[src/rtl/attopu_pkg.sv]
// Shared widths and types for the attopu core.
package attopu_pkg;

  localparam int WORD_W = 16;
  localparam int ADDR_W = 16;

  localparam logic [ADDR_W-1:0] DEFAULT_RESET_PC = '0;

  typedef struct packed {
    logic [ADDR_W-1:0] pc;
    logic [WORD_W-1:0] word;
  } fetch_entry_t;

endpackage

[src/rtl/fetch_queue.sv]
// Prefetch FIFO of {pc, word} entries; flush beats push, head is read straight
// from registered storage so nothing combinational reaches the decoder.
module fetch_queue
  import attopu_pkg::*;
#(
  parameter int DEPTH = 2
) (
  input  logic         clk,
  input  logic         rst_n,
  input  logic         flush_i,
  input  logic         push_i,
  input  fetch_entry_t push_data_i,
  input  logic         pop_i,
  output fetch_entry_t head_o,
  output logic         full_o,
  output logic         empty_o
);

  localparam int PTR_W = $clog2(DEPTH);

  fetch_entry_t     mem_q [DEPTH];
  logic [PTR_W-1:0] wr_ptr_q, wr_ptr_d;
  logic [PTR_W-1:0] rd_ptr_q, rd_ptr_d;
  logic [PTR_W:0]   cnt_q, cnt_d;
  logic             do_push, do_pop;

  assign full_o  = (cnt_q == (PTR_W+1)'(DEPTH));
  assign empty_o = (cnt_q == '0);
  assign head_o  = mem_q[rd_ptr_q];

  // A push into a full queue is only legal when the head leaves the same cycle.
  assign do_pop  = pop_i && !empty_o;
  assign do_push = push_i && (!full_o || do_pop);

  always_comb begin
    wr_ptr_d = wr_ptr_q;
    rd_ptr_d = rd_ptr_q;
    cnt_d    = cnt_q;
    if (flush_i) begin
      wr_ptr_d = '0;
      rd_ptr_d = '0;
      cnt_d    = '0;
    end else begin
      if (do_push) wr_ptr_d = wr_ptr_q + PTR_W'(1);
      if (do_pop)  rd_ptr_d = rd_ptr_q + PTR_W'(1);
      if (do_push && !do_pop)      cnt_d = cnt_q + (PTR_W+1)'(1);
      else if (!do_push && do_pop) cnt_d = cnt_q - (PTR_W+1)'(1);
    end
  end

  always_ff @(posedge clk) begin
    if (!rst_n) begin
      wr_ptr_q <= '0;
      rd_ptr_q <= '0;
      cnt_q    <= '0;
      for (int i = 0; i < DEPTH; i++) mem_q[i] <= '0;
    end else begin
      wr_ptr_q <= wr_ptr_d;
      rd_ptr_q <= rd_ptr_d;
      cnt_q    <= cnt_d;
      if (!flush_i && do_push) mem_q[wr_ptr_q] <= push_data_i;
    end
  end

endmodule

[src/rtl/fetch_unit.sv]
// Instruction fetch: owns the PC, drives the memory address and feeds the
// decoder through the prefetch queue; redirects flush and restart fetch.
module fetch_unit
  import attopu_pkg::*;
#(
  parameter logic [ADDR_W-1:0] RESET_PC = DEFAULT_RESET_PC,
  parameter int                DEPTH    = 2
) (
  input  logic              clk,
  input  logic              rst_n,
  input  logic              fetch_en,
  output logic [ADDR_W-1:0] mem_addr,
  input  logic [WORD_W-1:0] mem_data,
  output logic [WORD_W-1:0] instr,
  output logic [ADDR_W-1:0] instr_pc,
  output logic              instr_valid,
  input  logic              instr_ready,
  input  logic              redirect,
  input  logic [ADDR_W-1:0] redirect_pc
);

  logic [ADDR_W-1:0] pc_q, pc_d;
  logic              q_full, q_empty;
  logic              push, pop;
  fetch_entry_t      push_entry, head;

  assign mem_addr    = pc_q;
  assign instr_valid = !q_empty;
  assign instr       = head.word;
  assign instr_pc    = head.pc;

  assign pop  = !q_empty && instr_ready;
  assign push = fetch_en && !redirect && (!q_full || pop);

  assign push_entry.pc   = pc_q;
  assign push_entry.word = mem_data;

  // Redirect wins over sequential advance; PC wraps naturally at 16 bits.
  always_comb begin
    pc_d = pc_q;
    if (redirect)  pc_d = redirect_pc;
    else if (push) pc_d = pc_q + ADDR_W'(1);
  end

  always_ff @(posedge clk) begin
    if (!rst_n) pc_q <= RESET_PC;
    else        pc_q <= pc_d;
  end

  fetch_queue #(.DEPTH(DEPTH)) u_queue (
    .clk         (clk),
    .rst_n       (rst_n),
    .flush_i     (redirect),
    .push_i      (push),
    .push_data_i (push_entry),
    .pop_i       (pop),
    .head_o      (head),
    .full_o      (q_full),
    .empty_o     (q_empty)
  );

endmodule
[config.mk]
export PLATFORM = sky130hd
export DESIGN_NAME = fetch_unit
export DESIGN_NICKNAME = d
export VERILOG_FILES = /design/src/rtl/attopu_pkg.sv /design/src/rtl/fetch_queue.sv /design/src/rtl/fetch_unit.sv
export SDC_FILE = /design/constraint.sdc
export NUM_CORES = 1
export LEC_CHECK = 0
export ABC_AREA = 1
export CAP_MARGIN = 30
export CORE_ASPECT_RATIO = 1.5
export CORE_UTILIZATION = 24
export DETAILED_ROUTE_END_ITERATION = 10
export GPL_TIMING_DRIVEN = 0
export PLACE_DENSITY = 0.52
export SLEW_MARGIN = 30
export SYNTH_ARGS = -nofsm -noshare
export SYNTH_HDL_FRONTEND = slang
export SYNTH_HIERARCHICAL = 1
export SYNTH_SLANG_ARGS = --single-unit
export TNS_END_PERCENT = 5
[constraint.sdc]
create_clock -name clk -period 3.1 [get_ports clk]
set_input_delay 0.31 -clock clk [delete_from_list [all_inputs] [get_ports clk]]
set_output_delay 0.31 -clock clk [all_outputs]
set_load 0.01 [all_outputs]
==> flow_summary.json, run 1 <==
{
  "track_usage_pct": 12.5,
  "wl_met3_um": 440,
  "overflow": 0,
  "r2r-end": "u_queue/mem_q[1][1]$_SDFFCE_PN0P_",
  "hold_class": "flop to flop",
  "async_flop_share_pct": 0,
  "synthCells": 432,
  "syn-num-nets": 471,
  "diodes": 0,
  "regArea_um2": 2340,
  "post_cts_buffers": 0,
  "top_layer": "met4",
  "synth_enable_flop_cells": 64,
  "die_x_um": 109,
  "yosysSeqAreaShare_pct": 56.6,
  "ctsLongestPathBuffers": 2,
  "finalCriticalPeriod_ns": 2.54,
  "ioPinCount": 86,
  "post_cts_resize_count": 0,
  "drc": 0,
  "num_vias": 3165,
  "row_count": 58,
  "max_stage_delay_ns": 0.49,
  "total_power_uw": 2830,
  "cp.buffers_inverters": 5,
  "p_seq_share_pct": 46.3,
  "totalWireLength_um": 10300,
  "insertion_delay_ns": 0.34,
  "dpl.cell_count": 729,
  "critPathRequiredTime_ns": 3.14,
  "p_switching_uw": 618,
  "vias_per_cell": 4.25,
  "synth_fa_ha_area_share_pct": 0.604,
  "critPathKind": "input pin to flop",
  "hp-start": "u_queue/rd_ptr_q$_SDFFE_PP0P_",
  "outcome": "finished clean",
  "synth_ff_type": "edfxtp_1",
  "fin_util_pct": 33.6,
  "crit_path_top_delay_cell": "clkdlybuf4s50_1",
  "maxSlewHeadroom_pct": 65.4,
  "ff2ff_setup_slack_ns": 0.57,
  "intPower_uw": 2210,
  "placed_area_um2": 5310,
  "n_fill_cell": 1757,
  "crit_fanout": 17,
  "core_um2": 16800,
  "cts_made_buffers": 9,
  "io_buffers": 85,
  "drt_iter0_markers": 118,
  "ant_nets": 0,
  "skew_ns": 0.00502,
  "grt_max_degree": 18,
  "cp_cell_sequence": "clkdlybuf4s50_1, buf_4, nor2_4, nand2_4, inv_2, nand4_2, buf_2, nand2_2, buf_16",
  "wl_per_cell_um": 13.8,
  "peakVddDrop_mv": 0.209,
  "worstPathArrival_ns": 2.58,
  "maxCapViolCount": 0,
  "cts-hold-fix-buffers": 0,
  "start_util_pct": 24.6,
  "power_frac_comb_pct": 11.0,
  "setup.worst_path.start_class": "input pin",
  "fin_tns_setup_ns": 0,
  "stdcell_area_um2": 5650,
  "timing.rr.start": "u_queue/cnt_q[0]$_SDFFE_PP0P_",
  "synth-seq-cells": 85,
  "final_max_slew_viol_count": 0,
  "multi_input_area_um2": 1430,
  "antenna_found_initial": 0,
  "drt-met1-wl_um": 4220,
  "gp_congestion": 0.829,
  "synthSimpleGateAreaFrac_pct": 20.4,
  "achievable-frequency_ghz": 0.394,
  "critical-path-top-delay-family": "buffers and inverters",
  "period_share_pct": 81.9,
  "grt_pass1_wl_um": 16600,
  "synth_area_per_cell_um2": 9.58,
  "h-tree-depth": 3,
  "cts.clk_slew.worst_paths_ns": 0.06,
  "synth_xor_area_share_pct": 0.635,
  "min_path_cells": 2,
  "final_nets": 569,
  "dp_hpwl_um": 7650,
  "tritoncts": "built",
  "wl_met2_um": 5420,
  "synth_compound_area_share_pct": 4.20,
  "power_density_nw_per_um2": 501,
  "synth_top_family_by_area": "simple AND/OR/NAND/NOR gates",
  "die_h_um": 163,
  "tightest_slew_ns": 0.517,
  "synth_cell_type_count": 32,
  "rsz0062_at_grt": "false",
  "rr_worst_depth": 8,
  "ys_warn_count": 6,
  "syn_area_um2": 4140,
  "clockPowerShare_pct": 42.7,
  "final_hold_viol_count": 0,
  "switching_share_pct": 21.8,
  "area.growth.synth_to_final_pct": 36.5,
  "power.static_leakage_uw": 0.00225,
  "instances_no_fill": 745,
  "drive_above_1_share_pct": 13.8,
  "setup_viol": 0,
  "cp-end-kind": "flop",
  "grt_pass1_vias": 3333,
  "firstDrtPassIters": 5,
  "synth_mux_area_share_pct": 8.70,
  "dieArea_um2": 17800,
  "cts.sinks": 85,
  "root_buffer": "clkbuf_16"
}
[tightest hold or removal path: cells and delay by family, from the launching register on]
| kind | cells | cell delay, ns |
|---|---|---|
| and+or+nand+nor | 2 | 0.15 |
| DFF | 1 | 0.33 |
[per-stage QoR]
stage / setup WS (ns) / hold WS (ns)
after floorplan: 0.784 / 0.408
after global placement: -0.466 / 0.480
after detailed placement: 0.136 / 0.490
after CTS: 0.497 / 0.508
after global routing: 0.359 / 0.548
final: 0.562 / 0.510
[state kept, by name, indices dropped and copies added, names as in the netlist, named ones only]
name,cells
u_queue/rd_ptr_q,1
mem_addr,16
u_queue/mem_q,64
u_queue/wr_ptr_q,1
u_queue/cnt_q,2
[power by group through the flow]
| stage | registers, uW | logic (uW) | clock network [uW] |
|---|---|---|---|
| 2_1_floorplan | 1330 | 143 | 0 |
| 3_3_place_gp | 1340 | 304 | 0 |
| 3_5_place_dp | 1340 | 317 | 0 |
| 4_1_cts | 1310 | 319 | 1240 |
| 5_1_grt | 1320 | 345 | 1280 |
| 6_report | 1310 | 313 | 1210 |
[worst max-delay path by stage]
| stage | from | to | cells past startpoint |
|---|---|---|---|
| 3_3_place_gp | redirect | u_queue/mem_q[1][13]$_SDFFCE_PN0P_ | 8 |
| 4_1_cts | u_queue/cnt_q[0]$_SDFFE_PP0P_ | u_queue/mem_q[1][0]$_SDFFCE_PN0P_ | 8 |
| 3_5_place_dp | redirect | u_queue/mem_q[1][4]$_SDFFCE_PN0P_ | 9 |
| 2_1_floorplan | u_queue/cnt_q[0]$_SDFFE_PP0P_ | u_queue/mem_q[1][0]$_SDFFCE_PN0P_ | 7 |
| 6_report | redirect | u_queue/mem_q[1][1]$_SDFFCE_PN0P_ | 9 |
| 5_1_grt | u_queue/cnt_q[0]$_SDFFE_PP0P_ | u_queue/mem_q[1][0]$_SDFFCE_PN0P_ | 8 |
[placed cells by master (no fill, tap or decap), types with 5 or more instances in the layout]
master,netlist,routed
o21ai_0,6,6
dfxtp_1,21,21
a21oi_1,11,11
nand3_1,27,27
clkbuf_1,3,5
nand2_1,62,60
o21bai_1,6,6
inv_1,67,67
clkdlybuf4s50_1,0,85
edfxtp_1,64,64
mux2_2,30,30
nand4_1,5,5
nor2_1,92,92
clkbuf_16,0,10
[routing by layer]
layer,up-vias,GRT usage [%]
met5,-,0
met4,0,5.33
met3,17,2.48
met2,75,22.9
met1,1482,13.7
li1,1591,-
[area by class of cell]
class	count	share of cell area, %
inverter	70	4.65
buffer	15	1.88
clock buffer	13	4.81
timing repair buffer	87	16.0
sequential	85	41.5
tap	210	4.65
clock inverter	3	1.15
multi-input combinational	262	25.4
[Yosys cell counts (4+ instances only)]
master	number	area share, %
dfxtp_1	21	10
buf_6	4	1.1
o21bai_1	6	1.1
mux2_2	30	8.2
nor2_1	92	8.3
inv_1	67	6.1
nand2_1	62	5.6
buf_2	4	0.48
nand3_1	27	3.3
nand4_1	5	0.76
buf_4	4	0.73
o21ai_0	6	0.73
edfxtp_1	64	46
a21oi_1	11	1.3
[kinds of logic (layout without fill, tap and decap cells)]
kind of cell / Yosys count / after routing
XOR/XNOR: 3 / 3
AND/OR/NAND/NOR: 197 / 197
adder cells (fa/ha/maj): 2 / 2
buffers and inverters: 85 / 188
AO/OA/AOI/OAI: 28 / 28
multiplexers: 32 / 32
flip-flops: 85 / 85
Power figures use the tool's default switching activity.
==> inputs of run 2 (changes only) <==
==> constraint.sdc (replaced) <==
create_clock -name clk -period 2.38 [get_ports clk]
set_input_delay 0.238 -clock clk [delete_from_list [all_inputs] [get_ports clk]]
set_output_delay 0.238 -clock clk [all_outputs]
set_load 0.01 [all_outputs]
==> run 2 against run 1 <==
  * Setup slack got worse by 0.49 ns
  * Critical endpoint unchanged
  * Largest cell class unchanged
  * Highest routed layer unchanged
  * Sequential cell count unchanged
  * Critical path type unchanged
  * Clock power increased by 30%
==> flow_summary.json, run 2 (synthesis gave the netlist of run 1 again) <==
{
  "io_buffers": 85,
  "die_x_um": 109,
  "rsz0062_at_grt": "true",
  "drive_above_1_share_pct": 14.0,
  "area.growth.synth_to_final_pct": 37.4,
  "multi_input_area_um2": 1470,
  "ioPinCount": 86,
  "achievable-frequency_ghz": 0.433,
  "n_fill_cell": 1754,
  "antenna_found_initial": 0,
  "h-tree-depth": 3,
  "maxSlewHeadroom_pct": 49.5,
  "regArea_um2": 2340,
  "worstPathArrival_ns": 2.35,
  "grt_pass1_vias": 3344,
  "totalWireLength_um": 10300,
  "cts.sinks": 85,
  "dp_hpwl_um": 7650,
  "regMostFlops": "u_queue/mem_q",
  "crit_fanout": 17,
  "drc": 0,
  "wl_per_cell_um": 13.9,
  "ant_nets": 0,
  "power_density_nw_per_um2": 649,
  "power.static_leakage_uw": 0.00225,
  "tightest_slew_ns": 0.756,
  "cts-hold-fix-buffers": 0,
  "post_cts_resize_count": 3,
  "grt_max_degree": 18,
  "cts.clk_slew.worst_paths_ns": 0.06,
  "fin_tns_setup_ns": 0,
  "diodes": 0,
  "drt_iter0_markers": 106,
  "outcome": "finished clean",
  "die_h_um": 163,
  "insertion_delay_ns": 0.33,
  "cts_made_buffers": 9,
  "core_um2": 16800,
  "period_share_pct": 97.1,
  "hold_class": "input pin to flop",
  "tritoncts": "built",
  "hold_ws_ns": 0.501,
  "critPathKind": "input pin to flop",
  "ctsLongestPathBuffers": 2,
  "setup_viol": 0,
  "firstDrtPassIters": 5,
  "cp-end-kind": "flop",
  "maxCapViolCount": 0,
  "mostFrequentLayoutCells": "nor2_1 (92), clkdlybuf4s50_1 (85), inv_1 (67)",
  "vias_per_cell": 4.29,
  "num_vias": 3196,
  "dieArea_um2": 17800,
  "skew_ns": 0.00561,
  "final_hold_viol_count": 0,
  "start_util_pct": 24.6,
  "post_cts_buffers": 0,
  "track_usage_pct": 12.5,
  "overflow": 0,
  "root_buffer": "clkbuf_16",
  "setup.worst_path.start_class": "input pin",
  "final_nets": 569,
  "largest_reg_flops": 64,
  "final_common_cell": "nor2_1",
  "finalCriticalPeriod_ns": 2.31,
  "grt_pass1_wl_um": 16700,
  "row_count": 58,
  "peakVddDrop_mv": 0.271,
  "critPathRequiredTime_ns": 2.42,
  "gp_congestion": 0.829,
  "final_max_slew_viol_count": 0
}
[run 2: where the power goes]
part	switching (uW)	internal (uW)
registers	48.5	1660
clock network	560	1010
logic	199	215
total	807	2880
[run 2: area by class of cell]
| class | count | area share [%] |
|---|---|---|
| timing repair buffer | 87 | 15.9 |
| buffer | 15 | 1.89 |
| clock inverter | 3 | 1.14 |
| sequential | 85 | 41.2 |
| clock buffer | 13 | 4.77 |
| inverter | 70 | 4.62 |
| tap | 210 | 4.62 |
| multi-input combinational | 262 | 25.8 |
[run 2: critical path: stages]
cell and delay (ns):
clkdlybuf4s50_1 0.96, inv_2 0.13, nor2_4 0.20, nand4_4 0.18
buf_2 0.25, nand2_8 0.19, buf_16 0.19
[run 2: per-layer routing]
metal  vias to the layer above  track usage (%)  share of wire, %
li1                       1594                -                 -
met1                      1509             13.7                41
met2                        76             23.0                53
met3                        17             2.48               4.3
met4                         0             5.33               2.0
met5                         -                0                 0
[run 2: per-stage QoR]
stage          utilization, %  power [uW]  worst slack (ns)  instances  instance area (um^2)
6_report                 33.8        3690            0.0679        745                  5690
3_3_place_gp             31.2        2140             -1.11        727                  5250
3_5_place_dp             31.6        2150            -0.512        729                  5310
5_1_grt                  33.8        3840           -0.0409        745                  5690
4_1_cts                  33.7        3740            0.0247        745                  5670
2_1_floorplan               -        1920            0.0638        432                  4140
[run 2: path summary, 6_finish.rpt]
check	to	start	cells past startpoint	slack, ns
setup / recovery	u_queue/mem_q[1][1]$_SDFFCE_PN0P_	rst_n	7	0.07
hold / removal	mem_addr[2]$_SDFFE_PN0P_	redirect_pc[2]	3	0.50
setup reg to reg	u_queue/mem_q[0][16]$_SDFFCE_PN0P_	u_queue/cnt_q[0]$_SDFFE_PP0P_	10	0.16
hold reg to reg	flop	u_queue/rd_ptr_q$_SDFFE_PP0P_	2	0.51
